`config.mk`:
```
export PLATFORM = sky130hd
export DESIGN_NAME = aes_core_arbiter
export DESIGN_NICKNAME = d
export VERILOG_FILES = /design/src/rtl/aes_arb_pkg.sv /design/src/rtl/aes_rr_pick.sv /design/src/rtl/aes_core_arbiter.sv
export SDC_FILE = /design/constraint.sdc
export NUM_CORES = 1
export LEC_CHECK = 0
export BUFFER_PORTS_ARGS = -buffer_cell sky130_fd_sc_hd__buf_2
export CAP_MARGIN = 40
export CORE_AREA = 5 5 596 598
export CTS_CLUSTER_SIZE = 24
export DETAILED_ROUTE_END_ITERATION = 6
export DIE_AREA = 0 0 601 603
export GPL_TIMING_DRIVEN = 0
export SETUP_SLACK_MARGIN = 0.5
export SYNTH_ARGS = -nofsm -noshare
export SYNTH_HDL_FRONTEND = slang
export SYNTH_SLANG_ARGS = --single-unit
```
`constraint.sdc`:
```
create_clock -name vclk -period 3.5 [get_ports vclk]
set_input_delay 0.175 -clock vclk [delete_from_list [all_inputs] [get_ports vclk]]
set_output_delay 0.175 -clock vclk [all_outputs]
set_load 0.01 [all_outputs]
```
`src/rtl/aes_arb_pkg.sv`:
```
// Shared types and widths for the AES core arbiter.
// Used by aes_rr_pick and aes_core_arbiter.
package aes_arb_pkg;
    localparam int AES_BLK_W = 128;
    localparam int GRANT_W   = 3;

    typedef enum logic [1:0] {
        ST_IDLE = 2'd0,
        ST_LOAD = 2'd1,
        ST_WAIT = 2'd2,
        ST_RESP = 2'd3
    } state_e;
endpackage

```
`src/rtl/aes_rr_pick.sv`:
```
// Combinational rotating-priority picker.
// Scans from last_grant+1 upward, wrapping at NREQ.
import aes_arb_pkg::*;

module aes_rr_pick #(
    parameter int NREQ = 4
) (
    input  logic [NREQ-1:0]    req,
    input  logic [GRANT_W-1:0] last_grant,
    output logic [NREQ-1:0]    pick_oh,
    output logic [GRANT_W-1:0] pick_idx,
    output logic               any
);

    always_comb begin
        pick_oh  = '0;
        pick_idx = '0;
        any      = 1'b0;
        for (int k = 1; k <= NREQ; k++) begin
            for (int i = 0; i < NREQ; i++) begin
                if (!any && req[i] &&
                    (i == (int'(last_grant) + k) % NREQ)) begin
                    any        = 1'b1;
                    pick_oh[i] = 1'b1;
                    pick_idx   = i[GRANT_W-1:0];
                end
            end
        end
    end

endmodule

```
`src/rtl/aes_core_arbiter.sv`:
```
// Round-robin arbiter sharing one AES encrypt core among NREQ requesters.
// Define AES_ARB_TIMEOUT_EN to abort a WAIT that exceeds TIMEOUT cycles.
import aes_arb_pkg::*;

module aes_core_arbiter #(
    parameter int NREQ    = 4,
    parameter int TIMEOUT = 64
) (
    input  logic                      vclk,
    input  logic                      vrst,
    input  logic [NREQ-1:0]           req_valid,
    output logic [NREQ-1:0]           req_ready,
    input  logic [NREQ*AES_BLK_W-1:0] req_key,
    input  logic [NREQ*AES_BLK_W-1:0] req_text,
    output logic [NREQ-1:0]           rsp_valid,
    output logic [AES_BLK_W-1:0]      rsp_data,
    output logic                      rsp_err,
    output logic [GRANT_W-1:0]        grant_id,
    output logic                      busy,
    output logic                      core_ld,
    output logic [AES_BLK_W-1:0]      core_key,
    output logic [AES_BLK_W-1:0]      core_text,
    input  logic                      core_done,
    input  logic [AES_BLK_W-1:0]      core_text_out
);

    if (NREQ < 2 || NREQ > 8 || TIMEOUT < 2) begin : g_bad_cfg
        $error("aes_core_arbiter: NREQ must be 2..8, TIMEOUT >= 2");
    end

    state_e               state_q, state_d;
    logic [GRANT_W-1:0]   grant_q, grant_d;
    logic [GRANT_W-1:0]   last_q, last_d;
    logic [AES_BLK_W-1:0] key_q, key_d;
    logic [AES_BLK_W-1:0] text_q, text_d;
    logic [AES_BLK_W-1:0] data_q, data_d;

    logic [NREQ-1:0]      pick_oh;
    logic [GRANT_W-1:0]   pick_idx;
    logic                 pick_any;

    aes_rr_pick #(.NREQ(NREQ)) u_pick (
        .req        (req_valid),
        .last_grant (last_q),
        .pick_oh    (pick_oh),
        .pick_idx   (pick_idx),
        .any        (pick_any)
    );

`ifdef AES_ARB_TIMEOUT_EN
    localparam int TO_W = $clog2(TIMEOUT) + 1;

    logic [TO_W-1:0] cnt_q, cnt_d;
    logic            err_q, err_d;
    logic            to_hit;

    assign to_hit = (cnt_q == TO_W'(TIMEOUT - 1));

    // Counter idles at zero so it is clear on every entry to WAIT.
    always_comb begin
        cnt_d = '0;
        err_d = err_q;
        if (state_q == ST_WAIT) begin
            cnt_d = cnt_q + 1'b1;
            if (core_done)   err_d = 1'b0;
            else if (to_hit) err_d = 1'b1;
        end
    end

    always_ff @(posedge vclk) begin
        if (vrst) begin
            cnt_q <= '0;
            err_q <= 1'b0;
        end else begin
            cnt_q <= cnt_d;
            err_q <= err_d;
        end
    end

    assign rsp_err = err_q;
`else
    assign rsp_err = 1'b0;
`endif

    always_comb begin
        state_d   = state_q;
        grant_d   = grant_q;
        last_d    = last_q;
        key_d     = key_q;
        text_d    = text_q;
        data_d    = data_q;
        req_ready = '0;
        rsp_valid = '0;
        unique case (state_q)
            ST_IDLE: begin
                if (pick_any) begin
                    req_ready = pick_oh;
                    grant_d   = pick_idx;
                    for (int i = 0; i < NREQ; i++) begin
                        if (pick_oh[i]) begin
                            key_d  = req_key[i*AES_BLK_W +: AES_BLK_W];
                            text_d = req_text[i*AES_BLK_W +: AES_BLK_W];
                        end
                    end
                    state_d = ST_LOAD;
                end
            end
            ST_LOAD: state_d = ST_WAIT;
            ST_WAIT: begin
                if (core_done) begin
                    data_d  = core_text_out;
                    state_d = ST_RESP;
                end
`ifdef AES_ARB_TIMEOUT_EN
                else if (to_hit) begin
                    data_d  = '0;
                    state_d = ST_RESP;
                end
`endif
            end
            ST_RESP: begin
                for (int i = 0; i < NREQ; i++) begin
                    rsp_valid[i] = (grant_q == i[GRANT_W-1:0]);
                end
                last_d  = grant_q;
                state_d = ST_IDLE;
            end
            default: state_d = ST_IDLE;
        endcase
    end

    always_ff @(posedge vclk) begin
        if (vrst) begin
            state_q <= ST_IDLE;
            grant_q <= '0;
            last_q  <= GRANT_W'(NREQ - 1);
            key_q   <= '0;
            text_q  <= '0;
            data_q  <= '0;
        end else begin
            state_q <= state_d;
            grant_q <= grant_d;
            last_q  <= last_d;
            key_q   <= key_d;
            text_q  <= text_d;
            data_q  <= data_d;
        end
    end

    assign rsp_data  = data_q;
    assign grant_id  = grant_q;
    assign busy      = (state_q != ST_IDLE);
    assign core_ld   = (state_q == ST_LOAD);
    assign core_key  = key_q;
    assign core_text = text_q;

endmodule
```
# Word-level counts from Yosys, hierarchy flattened
# Index checks and enable logic that the tools add are counted.
# word_totals
mem_count	0
latch_bits	0
word_cells	156
output_inout_bits	398
ramBits	0
romBits	0
ff_bits	390
# classes
n_shift	0
n_addsub	4
n_bitwise	4
n_reduce_logical	62
div_mod_pow	0
n_eq_ne	20
n_mul	0
muxes	60
order_cmp	0
# ops
op	count
$mux 128	8
$logic_not 32->1	4
$mux 1	32
$mux 2	16
$logic_and 1x1->1	31
$eq 3x3->1 const A	8
$logic_not 1->1	15
$eq 2x3->1 const A	4
$mux 4	3
$eq 2x2->1 const B	4
$pmux 2 s4	1
$reduce_or 2->1	4
$reduce_and 2->1	3
$add 2x1->2 const B	2
$add 2x2->2 const B	2
$and 1x1->1 const A	4
$eq 2x1->1 const B	2
$ne 2x2->1 const B	2
$reduce_bool 4->1	1
$logic_not 3->1	1
$reduce_and 3->1	1
$logic_not 2->1	1
$reduce_bool 2->1	1

# Depth between registers and ports, before layout
# depth
ltp_word	68
mapped_depth	9
ltp_nobuf	7

# Cells and area by module
# Synthesis repeated with hierarchy kept, for this count alone.
# unflattened
cells_unflattened	2691
area_unflattened_um2	23670.2
# modules_own_cells
mod	seq_area_each_um2	instances	cells_each	area_per_inst_um2
aes_core_arbiter	7847.5	1	2665	23507.5
aes_rr_pick	0.0	1	26	162.7

# Least setup slack after synthesis
# Ideal clock, no wire load.
# synth_timing
path_type	reg-to-output
startpoint	register state_q[0]
endpoint	output req_ready[3]
required_ps	3325
slack_ps	1538
arrival_time_ps	1787
n_path_buf	2
stages_incl_launch_ff	8
cell_sequence	dfxtp_1 -> inv_1 -> ha_1 -> inv_1 -> nor2_1 -> clkbuf_1 -> clkbuf_1 -> and2_1
# synth_between
elab_chain_len	2
# synth_rtl
element	line	source
from (decl)	aes_core_arbiter.sv:31	state_e state_q, state_d;
from (signal assigned)	aes_core_arbiter.sv:141	state_q <= state_d;
$logic_not 2->1	aes_core_arbiter.sv:94	unique case (state_q)
$mux 4	aes_core_arbiter.sv:94	
to (decl)	aes_core_arbiter.sv:12	output logic [NREQ-1:0] req_ready,
# Every way passes these cells.

# Worst setup path after layout
# layout_timing
startpoint	register last_q[0]
endpoint	register key_q[44], in the netlist core_key[44]
# layout_between
elab_chain_len	68
elab_cells_between_ends	110
classes_between	add/sub: 4; eq/ne: 12; mux: 34; bitwise: 4; reduce/logical: 56
# layout_rtl
element	line	source
from (decl)	aes_core_arbiter.sv:33	logic [GRANT_W-1:0] last_q, last_d;
from (signal assigned)	aes_core_arbiter.sv:136	last_q <= GRANT_W'(NREQ - 1);
from (signal assigned)	aes_core_arbiter.sv:143	last_q <= last_d;
$add 2x1->2	aes_rr_pick.sv:22	(i == (int'(last_grant) + k) % NREQ)) begin
$reduce_or 2->1 (no line)	--	
$and 1x1->1 (no line)	--	
$logic_not 32->1	aes_rr_pick.sv:22	
$logic_and 1x1->1	aes_rr_pick.sv:21	if (!any && req[i] &&
$mux 1	aes_rr_pick.sv:21	
$logic_not 1->1	aes_rr_pick.sv:21	
$logic_and 1x1->1 (2 in a row)	aes_rr_pick.sv:21	
(+49 left out)	--	
$logic_not 1->1	aes_rr_pick.sv:21	
$logic_and 1x1->1 (2 in a row)	aes_rr_pick.sv:21	
$mux 1	aes_rr_pick.sv:21	
$logic_not 1->1	aes_rr_pick.sv:21	
$logic_and 1x1->1 (2 in a row)	aes_rr_pick.sv:21	
$mux 1	aes_rr_pick.sv:21	
$reduce_bool 4->1 (no line)	--	
$reduce_and 3->1 (no line)	--	
to (signal assigned)	aes_core_arbiter.sv:144	key_q <= key_d;
to (decl)	aes_core_arbiter.sv:34	logic [AES_BLK_W-1:0] key_q, key_d;
# Several ways; a longest one is shown, not always the timed one.
# A chain may end at the register's enable or synchronous reset.

==> impl_results.md <==
* CTS tree: yes
* Starting Density at 6.28%
* DRT Pass-1 Iters at 5
* Final WS setup at 544 ps
* Vias in the first global route at 36.8k
* Avg Synthesized Cell Area at 7.46 µm²
* Die area at 362000 µm²
* I/O pin count at 1557
* Least-Margin Pin Slew at 1030 ps
* Crit path kind: flop to flop
* Setup Skew at 41.7 ps
* Synth area leaders: dfxtp_1, nand2_1, a211oi_2
* Sequential share of the synthesized area at 35.7%
* Layout cells sized above 1 at 36.2%
* Final ANT Viol Nets at 0
* Clock Latency Late Sink at 750 ps
* Hold Crit Class: primary input to flop
* Worst endpoint required time at 4160 ps
* CP Max Fanout at 11
* First-pass GRT wire length at 426 mm
* Cell family with most CP delay: compound AO/OA/AOI/OAI gates
* CTS Buf Count at 58
* FF+latch count, synth at 390
* Root buf cell: clkbuf_16
* Clk sink count at 390
* Rows at 217
* Post-synth EDFFs at 0
* Worst-path cell chain: a2bb2oi_2 -> o22ai_2 -> buf_4 -> buf_2 -> nand2_1 -> a311o_1 -> a211oi_2
* Nets at 6861
* Max VDD drop at 0.423 mV
* CP Launch Type: flop
* Fill count at 40.5k
* Largest net degree at the start of global routing at 17
* # port buffers at 1551
* Final hold slack at 87.9 ps
* Max-cap violations at 0
* Slew Limit Fails at 0
* Post-Syn Area at 21900 µm²
* Leading area contributor after synthesis: dfxtp_1
* Die W at 601 µm
* Gpl congestion at 1.03
* Met1 Use GR at 20.4%
* Post-Syn Instances at 2933
* Fin crit period at 2960 ps
* Post-Place Setup Slack at -199 ps
* Unrepaired setup endpoints after global routing: true
* Ys Warns at 0
* Most numerous cell in the Yosys netlist: nand2_1
* Crit. End Element: flop
* Slowest-stage cell, CP: dfxtp_2
* Iter 0 DRT Violations at 4362
* Via/cell ratio at 3.63
* PD cells at 626 nW/µm²
* Post-synth top cells: nand2_1, nor2_1, a21oi_1, dfxtp_1, a311o_1
* CP bufs+invs at 2
* FMAX at 338 MHz
* Clk pin slew, worst setup/hold paths at 60 ps
* Area Overhead vs Synth at 127%
* Antenna violations before repair at 302
* CORE AREA at 349000 µm²
* Hpwl dp at 311 mm
* Deepest clock path buffer count at 3
* Crit path largest cell delay at 500 ps
* Die Y at 603 µm
* Htree depth at 2
* GR Overflow Total at 0
* Arr. time, crit path at 3620 ps
* Status: complete, no violations
* GR Util met2 at 31.1%
* WL per Instance at 33.1 µm
* Yosys cell types at 31
* Most used DFF post-synth: dfxtp_1
* P_leak at 20.7 nW
* # DRC at 0
* FFs w/ async S/R, synth at 0%
* Final period util at 84.5%
* Final Hold Fails at 0
* Relative slew slack at 31.5%
* Grt met3 use at 6.84%
* Most crowded layer after global routing: met2
* Setup violations, final at 0
* Tot GR Track Use at 18.2%
* Total number of vias at 38.2k
* Final WL at 348 mm
* Synth top area share at 35.7%
final cells by class:
| class | instances | area [µm²] | area share (%) |
|---|---|---|---|
| Timing Repair Buffer | 2704 | 19500 | 39.4 |
| Multi-Input combinational cell | 2233 | 12700 | 25.6 |
| Sequential cell | 390 | 7810 | 15.7 |
| Tap cell | 4599 | 5750 | 11.6 |
| Clock buffer | 80 | 1670 | 3.35 |
| Buffer | 304 | 1450 | 2.92 |
| Antenna cell | 173 | 433 | 0.872 |
| Clock inverter | 25 | 270 | 0.544 |
| Inverter | 7 | 26.3 | 0.0529 |
layout by cell type, fill, tap and decap left out, types with 13 or more instances in the layout:
cell type,netlist,layout
a211oi_2,228,228
a211oi_1,30,30
buf_8,0,32
clkbuf_16,0,59
a311o_1,256,256
diode_2,0,173
buf_2,108,1650
a21oi_1,392,392
buf_6,1,21
clkbuf_2,0,13
dlygate4sd3_1,0,1096
dfxtp_1,390,389
clkbuf_1,168,160
nand2_1,774,774
buf_4,16,24
nor2_1,524,523
state kept, by name (all words and copies together), names as in the netlist:
name       cells
last_q         2
rsp_data     128
grant_id       2
state_q        2
core_key     128
core_text    128
power breakdown:
group / internal [W] / total, W / switching (W)
combinational: 0.00589 / 0.0177 / 0.0118
sequential: 0.00594 / 0.00712 / 0.00118
clock: 0.00354 / 0.00634 / 0.00280
layer usage:
| metal | share of wire (%) | up-vias |
|---|---|---|
| li1 | - | 16100 |
| met1 | 37 | 18600 |
| met2 | 48 | 2546 |
| met3 | 10 | 757 |
| met4 | 4.9 | 176 |
| met5 | 0.31 | - |
worst reg2reg max path: stages, from the launching register on:
cell       delay, ps
dfxtp_2          500
a2bb2oi_2        130
o22ai_2          370
buf_4            510
buf_2            520
nand2_1          250
a311o_1          430
a211oi_2         170
logic make-up after synthesis:
logic type / synth area share [%]
compound gates: 35.2
fa+ha+maj: 0.229
buf+inv: 6.26
flops: 35.7
other cells: 0.0171
simple gates: 22.6
worst paths after layout:
kind                                           startpoint                    endpoint  slack, ps  cells after the start
worst min register to register  rsp_data[11]$_SDFFE_PP0P_   rsp_data[11]$_SDFFE_PP0P_        450                      2
worst max-delay path               last_q[0]$_SDFFE_PP1P_   core_key[44]$_SDFFE_PP0P_        540                      7
worst min-delay path                         req_key[104]  core_key[104]$_SDFFE_PP0P_         90                      4
worst max register to register     last_q[0]$_SDFFE_PP1P_   core_key[44]$_SDFFE_PP0P_        540                      7
through the flow:
| step | total power [W] | instance area (µm²) | std cells | TNS [ps] | utilization, % |
|---|---|---|---|---|---|
| floorplan | 0.0140 | 21900 | 2934 | 0 | - |
| global placement | 0.0229 | 35400 | 9084 | -263400 | 10.2 |
| detailed placement | 0.0233 | 36200 | 9138 | -445 | 10.4 |
| CTS | 0.0314 | 49200 | 10300 | 0 | 14.1 |
| global route | 0.0323 | 49500 | 10400 | 0 | 14.2 |
| finish | 0.0311 | 49700 | 10500 | 0 | 14.2 |
repair_timing:
item / CTS / global route
endpoints found under the setup margin: 220 / 21
setup buffers: 0 / 3
hold endpoints to repair: 388 / 0
gates resized for setup: 30 / 12
hold buffers: 1096 / 0
No activity file was read; power rests on OpenSTA's default activity.
